--- src/rtl/fifo_pkg.sv ---
// Shared FIFO definitions: default pointer width, write-control FSM states
// and the binary-to-Gray helper.
package fifo_pkg;

  localparam int unsigned FIFO_SIZE = 4;

  typedef enum logic [1:0] {
    INIT  = 2'd0,
    RUN   = 2'd1,
    STALL = 2'd2
  } wstate_e;

  // Callers zero-extend into 32 bits and cast the result back to their width.
  function automatic logic [31:0] bin2gray(input logic [31:0] bin);
    return bin ^ (bin >> 32'd1);
  endfunction

endpackage

--- src/rtl/bin2gray_reg.sv ---
// Registers the Gray-coded form of the next binary write count, so the Gray
// pointer always tracks the binary counter with no extra cycle of latency.
module bin2gray_reg
  import fifo_pkg::*;
#(
  parameter int SIZE = FIFO_SIZE
) (
  input  logic            clk,
  input  logic            rst,
  input  logic [SIZE-1:0] bin_next,
  output logic [SIZE-1:0] gray
);

  logic [SIZE-1:0] gray_r;

  // Gray pointer register, cleared asynchronously.
  always_ff @(posedge clk or posedge rst) begin
    if (rst) begin
      gray_r <= '0;
    end else begin
      gray_r <= SIZE'(bin2gray(32'(bin_next)));
    end
  end

  assign gray = gray_r;

endmodule

--- src/rtl/wptr_ctrl.sv ---
// FIFO write-pointer controller: INIT/RUN/STALL handshake FSM, binary write
// count and Gray pointer. Define WPTR_OVERFLOW_STAT_EN for the overflow stats.
module wptr_ctrl
  import fifo_pkg::*;
#(
  parameter int SIZE = FIFO_SIZE
) (
  input  logic            clk,
  input  logic            rst,
  input  logic            wr_valid,
  output logic            wr_ready,
  input  logic            f_flag,
  output logic [SIZE-1:0] w_pointer,
  output logic            mem_we,
  output logic [SIZE-2:0] mem_waddr
`ifdef WPTR_OVERFLOW_STAT_EN
  ,
  output logic            ovf_sticky,
  output logic [7:0]      ovf_count
`endif
);

  wstate_e         state_r;
  wstate_e         state_next_s;
  logic [SIZE-1:0] wbin_r;
  logic [SIZE-1:0] wbin_next_s;
  logic            wr_ready_s;
  logic            mem_we_s;

  // FSM state register.
  always_ff @(posedge clk or posedge rst) begin
    if (rst) begin
      state_r <= INIT;
    end else begin
      state_r <= state_next_s;
    end
  end

  // FSM next-state logic.
  always_comb begin
    state_next_s = state_r;
    case (state_r)
      INIT: begin
        state_next_s = RUN;
      end
      RUN: begin
        if (f_flag) begin
          state_next_s = STALL;
        end else begin
          state_next_s = RUN;
        end
      end
      STALL: begin
        if (f_flag) begin
          state_next_s = STALL;
        end else begin
          state_next_s = RUN;
        end
      end
      default: begin
        state_next_s = INIT;
      end
    endcase
  end

  // FSM outputs: ready drops the same cycle full appears, so no write slips in.
  always_comb begin
    wr_ready_s = 1'b0;
    mem_we_s   = 1'b0;
    case (state_r)
      RUN: begin
        if (f_flag) begin
          wr_ready_s = 1'b0;
        end else begin
          wr_ready_s = 1'b1;
        end
      end
      INIT: begin
        wr_ready_s = 1'b0;
      end
      STALL: begin
        wr_ready_s = 1'b0;
      end
      default: begin
        wr_ready_s = 1'b0;
      end
    endcase
    if (wr_valid && wr_ready_s && !rst) begin
      mem_we_s = 1'b1;
    end else begin
      mem_we_s = 1'b0;
    end
  end

  // Next binary count: advance only on an accepted write, wrapping naturally.
  always_comb begin
    wbin_next_s = wbin_r;
    if (mem_we_s) begin
      wbin_next_s = wbin_r + SIZE'(1);
    end else begin
      wbin_next_s = wbin_r;
    end
  end

  // Binary write count register.
  always_ff @(posedge clk or posedge rst) begin
    if (rst) begin
      wbin_r <= '0;
    end else begin
      wbin_r <= wbin_next_s;
    end
  end

  bin2gray_reg #(
    .SIZE(SIZE)
  ) u_bin2gray_reg (
    .clk     (clk),
    .rst     (rst),
    .bin_next(wbin_next_s),
    .gray    (w_pointer)
  );

  assign wr_ready  = wr_ready_s;
  assign mem_we    = mem_we_s;
  assign mem_waddr = wbin_r[SIZE-2:0];

`ifdef WPTR_OVERFLOW_STAT_EN
  logic       ovf_sticky_r;
  logic [7:0] ovf_count_r;

  // Overflow statistics: sticky flag and saturating count of writes offered while full.
  always_ff @(posedge clk or posedge rst) begin
    if (rst) begin
      ovf_sticky_r <= 1'b0;
      ovf_count_r  <= 8'd0;
    end else if (wr_valid && f_flag) begin
      ovf_sticky_r <= 1'b1;
      if (ovf_count_r != 8'hFF) begin
        ovf_count_r <= ovf_count_r + 8'd1;
      end else begin
        ovf_count_r <= ovf_count_r;
      end
    end else begin
      ovf_sticky_r <= ovf_sticky_r;
      ovf_count_r  <= ovf_count_r;
    end
  end

  assign ovf_sticky = ovf_sticky_r;
  assign ovf_count  = ovf_count_r;
`endif

endmodule
--- config.mk ---
export PLATFORM = sky130hd
export DESIGN_NAME = wptr_ctrl
export DESIGN_NICKNAME = d
export VERILOG_FILES = /design/src/rtl/fifo_pkg.sv /design/src/rtl/bin2gray_reg.sv /design/src/rtl/wptr_ctrl.sv
export SDC_FILE = /design/constraint.sdc
export NUM_CORES = 1
export LEC_CHECK = 0
export ABC_CLOCK_PERIOD_IN_PS = 2500
export CORE_AREA = 10 10 47 49
export CTS_BUF_LIST = sky130_fd_sc_hd__clkbuf_2
export DETAILED_ROUTE_END_ITERATION = 7
export DIE_AREA = 0 0 57 59
export PLACE_DENSITY_LB_ADDON = 0.25
export SYNTH_ARGS = -nofsm -noshare
export SYNTH_HDL_FRONTEND = slang
export SYNTH_HIERARCHICAL = 1
export SYNTH_SLANG_ARGS = --single-unit
--- constraint.sdc ---
create_clock -name clk -period 2.5 [get_ports clk]
set_clock_uncertainty 0.05 [all_clocks]
set_input_delay 0.75 -clock clk [delete_from_list [all_inputs] [get_ports clk]]
set_output_delay 0.75 -clock clk [all_outputs]
set_load 0.1 [all_outputs]
; Word level (Yosys, flattened, before mapping)
; Cells that the tools add are included.
; Widths: inputs -> output; s select.
[word_totals]
reg_bits = 10
in_bits = 4
word_cells = 18
[classes]
addsub = 1
n_eq_ne = 2
mux = 6
bitwise_logic = 1
n_reduce_logical = 5
[ops]
columns = op, count
row1 = $add 4x1->4 const B, 1
row2 = $mux 4, 1
row3 = $pmux 2 s2, 1
row4 = $xor 4x3->4, 1
row5 = $mux 1, 3
row6 = $eq 2x1->1 const B, 1
row7 = $eq 2x2->1 const B, 1
row8 = $logic_and 1x1->1, 2
row9 = $logic_not 2->1, 1
row10 = $mux 2, 1
row11 = $reduce_or 2->1, 1
row12 = $logic_not 1->1, 1

; Depth between registers and ports, before layout
; Gate-level depths: netlist of run 1.
[logic_depth]
ltp_word = 7
mapped_depth = 7
depth_no_buf = 6

; Cells and area by module
; Netlist of run 1, hierarchy kept.
[modules_own_cells]
columns = module, instances, cells_each, area_per_inst_um2
row1 = wptr_ctrl, 1, 29, 331.6
row2 = bin2gray_reg, 1, 8, 130.1

; Worst setup path before layout of run 1
; No wires, ideal clock.
[synth_timing]
path_kind = input -> output
from = in f_flag
to = out wr_ready
t_arrival_ns = 2.085
required_ns = 1.700
path_slack_ns = -0.385
cell_stages = 1
path_buffers = 0
path_cell_list = nor2b_1
[synth_between]
elab_chain_len = 2
[synth_lines]
columns = item, line
row1 = "start, declared", wptr_ctrl.sv:12  ; input logic f_flag,
row2 = $mux 1, wptr_ctrl.sv:72  ; if (f_flag) begin
row3 = $mux 1, wptr_ctrl.sv:70  ; case (state_r)
row4 = "end, declared", wptr_ctrl.sv:11  ; output logic wr_ready,
; Every way passes these cells.

; Worst setup path after layout of run 1
[layout_timing]
from = in rst
to = out mem_we
[layout_between]
elab_chain_len = 3
[layout_lines]
columns = item, line
row1 = "start, declared", wptr_ctrl.sv:9  ; input logic rst,
row2 = $logic_not 1->1 (no line), n/a
row3 = $logic_and 1x1->1, wptr_ctrl.sv:88  ; if (wr_valid && wr_ready_s && !rst) begin
row4 = $mux 1, wptr_ctrl.sv:88
row5 = "end, declared", wptr_ctrl.sv:14  ; output logic mem_we,
; Every way passes these cells.

==> flow_metrics.py, run 1 <==
metrics = {
    "setup_path": {
        "crit_family": "buffers and inverters",
        "cp.buffers_inverters": 3,
        "slowest_delay_ns": 0.28,
        "required_ns": 1.70,
        "worst_ep_arrival_time_ns": 1.61,
        "crit_slowest_cell": "nor4bb_2",
        "path_cells": "dlygate4sd2_1 -> nor4bb_2 -> buf_4 -> buf_12",
        "cp_max_fo": 2,
        "startpoint_type": "input pin",
        "path_class": "input pin to primary output",
        "endpoint_kind": "primary output",
    },
    "synthesis": {
        "yosysSeqAreaShare_pct": 54.2,
        "yosys_warnings": 6,
        "synth_seq_cells": 10,
        "synthDistinctLibCells": 14,
        "syn_area_per_cell_um2": 12.5,
        "synth_top_flop_cell": "dfrtp_1",
        "synth-compound-area-share_pct": 1.08,
        "postSynthCellCount": 37,
        "post-synth-top-area-fraction_pct": 54.2,
        "syn_area_um2": 462,
        "synth_fa_ha_area_share_pct": 10.8,
        "synth_top_cell_by_area": "dfrtp_1",
        "post_synth_and_or_nand_nor_area_fraction_pct": 9.49,
        "synth_area_leaders": "dfrtp_1, ha_1, xor2_1, buf_4, inv_1",
        "synth-edff-count": 0,
        "yosys.area_share.xor_xnor_pct": 11.4,
        "synthesis.nets": 45,
        "synth.mux.area_fraction_pct": 2.44,
        "synth_top_family_by_area": "XOR/XNOR gates",
        "synth-async-reset-ratio_pct": 100,
    },
    "final_layout": {
        "final_common_cell": "buf_4",
        "area_delta_synth_final_pct": 37.7,
        "drive_gt1_share_pct": 38.9,
        "final_cell_mix": "buf_4, dfrtp_1, inv_1, xor2_1, ha_1",
        "regArea_um2": 250,
        "multi_input_area_um2": 171,
        "num-fill-cells": 144,
        "diodes": 0,
        "nNetsFinal": 63,
    },
    "route": {
        "post_drt_wl_per_cell_um": 13.0,
        "drt_first_pass_iters": 2,
        "wl_um": 909,
        "drcViolationCount": 0,
        "vias": 288,
        "vias_per_cell": 4.11,
        "ant_nets": 0,
        "drt_iter0_drc": 1,
    },
    "timing": {
        "finalHoldViolCount": 0,
        "maxSlewHeadroom_pct": 77.9,
        "final.setup.worst_slack_ns": 0.0860,
        "hold_ws_ns": 0.542,
        "rsz0062_at_grt": "no",
        "slew_violations": 0,
        "setup_viol": 0,
        "tightest_slew_ns": 0.330,
        "max_freq_mhz": 414,
        "period_needed_ns": 2.41,
        "fin_crit_sh_pct": 96.6,
    },
    "hold_path": {
        "worstHoldPathType": "register to register",
    },
    "outcome": {
        "outcome": "finished clean",
    },
    "place": {
        "gp_congestion": 0.684,
        "dp_worst_setup_slack_ns": -0.121,
        "dp.final_hpwl_um": 792,
        "io_buffers": 12,
    },
    "floorplan": {
        "rows": 14,
        "core_area_mm2": 0.00140,
        "dieArea_mm2": 0.00336,
        "ios": 13,
        "initial_utilization_pct": 32.9,
        "die_y_um": 59,
        "fp.dieW_um": 57,
    },
    "grt": {
        "grt_antenna_before_repair": 0,
        "grtUsageTotal_pct": 5.79,
        "grt_pass1_wl_mm": 1.52,
        "grt_start_max_net_pins": 7,
        "grt_pass1_vias": 351,
        "overflow": 0,
    },
    "cts": {
        "htree_levels": 1,
        "cts_tree": "built",
        "cts_root_buffer": "clkbuf_2",
        "clk_path_buf_depth": 2,
        "clk_pin_slew_ns": 0.09,
        "clock_latency_ns": 0.24,
        "cts_inserted_buffers": 3,
        "cts_setup_buffers": 0,
        "cts.sinks": 10,
    },
    "flow_run": {
        "drv_cap": 0,
    },
}
[Yosys cell counts, drive strengths merged (2+ instances only)]
| master | n |
|---|---|
| ha | 4 |
| dfrtp | 10 |
| buf | 4 |
| xnor2 | 2 |
| inv | 5 |
| xor2 | 4 |
[worst register-to-register path, cell delays in order, from the launching register on]
cell and delay [ns]:
dfrtp_1 0.40, inv_1 0.08, ha_1 0.16, nor4bb_2 0.27, buf_4 0.17, buf_4 0.13
mux2_1 0.38, xor2_1 0.18
[sequential cells by signal, summed over array words and instances (netlist names)]
name / cells
wbin_r: 4
u_bin2gray_reg/gray: 4
state_r: 2
[metrics by stage]
step / setup TNS, ns / instance area (um^2) / utilization [%] / cells
3_5_place_dp: -0.182 / 614 / 43.8 / 66
4_1_cts: 0 / 636 / 45.4 / 70
5_1_grt: 0 / 636 / 45.4 / 70
6_report: 0 / 636 / 45.4 / 70
3_3_place_gp: -0.114 / 614 / 43.8 / 66
2_1_floorplan: 0 / 464 / - / 37
[per-layer routing]
metal | GRT usage, % | part of all wire, % | vias to the layer above
li1 | - | - | 144
met5 | 0 | 0 | -
met4 | 4.03 | 0 | 0
met1 | 5.93 | 41 | 134
met3 | 2.15 | 5.8 | 0
met2 | 9.61 | 53 | 10
[final cells by class]
type | instances | area share (%)
multi-input combinational | 18 | 27.0
inverter | 5 | 2.95
timing repair buffer | 17 | 24.6
sequential | 10 | 39.4
clock inverter | 1 | 0.591
clock buffer | 3 | 2.36
tap | 16 | 3.15
[worst paths after layout]
check,startpoint,endpoint,slack (ns),cells past startpoint
worst max-delay path,rst,mem_we,0.09,4
worst min-delay path,wbin_r[0],wbin_r[0],0.54,1
worst max register to register,state_r[1],u_bin2gray_reg/gray[0],0.56,7
worst min register to register,wbin_r[0],wbin_r[0],0.54,1
max in group asynchronous,rst,wbin_r[2],1.55,3
min in group asynchronous,rst,u_bin2gray_reg/gray[0],0.62,3
[cells by family after synthesis]
group,Yosys count
compound gates,1
xor+xnor,6
fa+ha+maj,4
buf+inv,9
flops,10
mux,1
simple gates,6
[repair_timing]
action                     CTS  global route
resized for setup            4             0
hold buffers                 0             0
setup endpoints to repair    1             0
Power of run 1 is not shown: default switching activity piles up to over one toggle a cycle in this logic, so the estimate is an artifact.
==> inputs of run 2 (changes only) <==
CELL_PAD_IN_SITES_DETAIL_PLACEMENT = 1   (was not set)
CELL_PAD_IN_SITES_GLOBAL_PLACEMENT = 2   (was not set)
CORE_AREA = not set   (was 10 10 47 49)
CORE_MARGIN = 10   (was not set)
CORE_UTILIZATION = 33   (was not set)
DIE_AREA = not set   (was 0 0 57 59)
==> run 2 against run 1 <==
Compared with the run above:
- critical path depth unchanged
- via count is 6.3% higher
- die area decreased by 2.0%
==> flow_metrics.py, run 2 (synthesis gave the netlist of run 1 again) <==
metrics = {
    "setup_path": {
        "cp.buffers_inverters": 3,
        "worst_ep_arrival_time_ns": 1.63,
        "cp_max_fo": 2,
        "path_cells": "dlygate4sd2_1 -> nor4bb_2 -> buf_4 -> buf_12",
        "endpoint_kind": "primary output",
        "path_class": "input pin to primary output",
        "startpoint_type": "input pin",
        "crit_slowest_cell": "nor4bb_2",
        "required_ns": 1.70,
        "crit_family": "buffers and inverters",
        "slowest_delay_ns": 0.29,
    },
    "grt": {
        "grt_pass1_wl_mm": 1.64,
        "overflow": 0,
        "use_met2_pct": 8.74,
        "grtUsageTotal_pct": 6.12,
        "grt_pass1_vias": 358,
        "gr-usage-met3_pct": 3.76,
        "grt_use_met1_pct": 6.95,
        "grt_antenna_before_repair": 0,
        "top_usage_layer": "met2",
        "grt_start_max_net_pins": 7,
    },
    "final_layout": {
        "final_cell_mix": "buf_4, dfrtp_1, inv_1, xor2_1, ha_1",
        "final_common_cell": "buf_4",
        "drive_gt1_share_pct": 38.9,
        "final_area_um2": 634,
        "post-route-util_pct": 48.1,
        "area_delta_synth_final_pct": 37.4,
        "nNetsFinal": 63,
        "diodes": 0,
    },
    "cts": {
        "cts_root_buffer": "clkbuf_2",
        "clk_pin_slew_ns": 0.10,
        "htree_levels": 1,
        "cts_setup_buffers": 0,
        "clk_path_buf_depth": 2,
        "cts_tree": "built",
        "cts.sinks": 10,
        "cts_inserted_buffers": 3,
        "clock_latency_ns": 0.24,
        "hold_buffers": 0,
        "cts_resized": 4,
    },
    "floorplan": {
        "core_area_mm2": 0.00132,
        "dieArea_mm2": 0.00330,
        "ios": 13,
        "fp.dieW_um": 57.4,
        "rows": 13,
        "initial_utilization_pct": 35.0,
        "die_y_um": 57.4,
    },
    "route": {
        "vias_per_cell": 4.43,
        "drcViolationCount": 0,
        "vias": 306,
        "drt_iter0_drc": 1,
        "drt_first_pass_iters": 2,
        "post_drt_wl_per_cell_um": 13.6,
        "wl_um": 935,
        "ant_nets": 0,
    },
    "timing": {
        "max_freq_mhz": 412,
        "tightest_slew_ns": 0.396,
        "period_needed_ns": 2.43,
        "rsz0062_at_grt": "no",
        "setup_viol": 0,
        "fin_crit_sh_pct": 97.1,
        "maxSlewHeadroom_pct": 73.4,
        "slew_violations": 0,
        "finalHoldViolCount": 0,
        "tns_ns": 0,
    },
    "outcome": {
        "outcome": "finished clean",
    },
    "place": {
        "dp.final_hpwl_um": 798,
        "gp_congestion": 0.685,
        "io_buffers": 12,
        "placed_cell_area_um2": 613,
    },
    "hold_path": {
        "worstHoldPathType": "register to register",
    },
    "flow_run": {
        "drv_cap": 0,
    },
}
-- run 2: metrics by stage --
stage               instances  hold WS [ns]  setup WS (ns)
CTS                        69         0.544         0.0634
finish                     69         0.541         0.0721
global route               69         0.569         0.0389
global placement           65         0.495         -0.121
detailed placement         65         0.523         -0.143
floorplan                  37         0.426          0.155
-- run 2: cell type report --
class,count,area (um^2)
clock buffers,3,15.0
flip-flops and latches,10,250
multi-input cells,18,171
inverters,5,18.8
repair buffers,17,156
clock inverters,1,3.75
fillers,142,683
well taps,15,18.8
-- run 2: final timing paths --
path / to / startpoint / slack, ns / cells past startpoint
setup / recovery: mem_we / rst / 0.07 / 4
hold / removal: state_r[0] / state_r[1] / 0.54 / 2
setup reg to reg: u_bin2gray_reg/gray[0] / state_r[1] / 0.53 / 7
hold reg to reg: state_r[0] / state_r[1] / 0.54 / 2
max in group asynchronous: wbin_r[0] / rst / 1.57 / 3
min in group asynchronous: u_bin2gray_reg/gray[3] / rst / 0.60 / 3
-- run 2: routing by layer --
| layer | vias to the layer above | share of wire [%] | wire (um) |
|---|---|---|---|
| li1 | 145 | - | - |
| met4 | 0 | 0.64 | 6 |
| met3 | 2 | 11 | 104 |
| met5 | - | 0 | 0 |
| met2 | 10 | 46 | 433 |
| met1 | 149 | 42 | 390 |
-- run 2: tightest hold or removal path: stages, from the launching register on --
cell	delay, ns
dfrtp_1	0.37
ha_1	0.15
nor2_1	0.04
Power of run 2 is left out for the same reason.
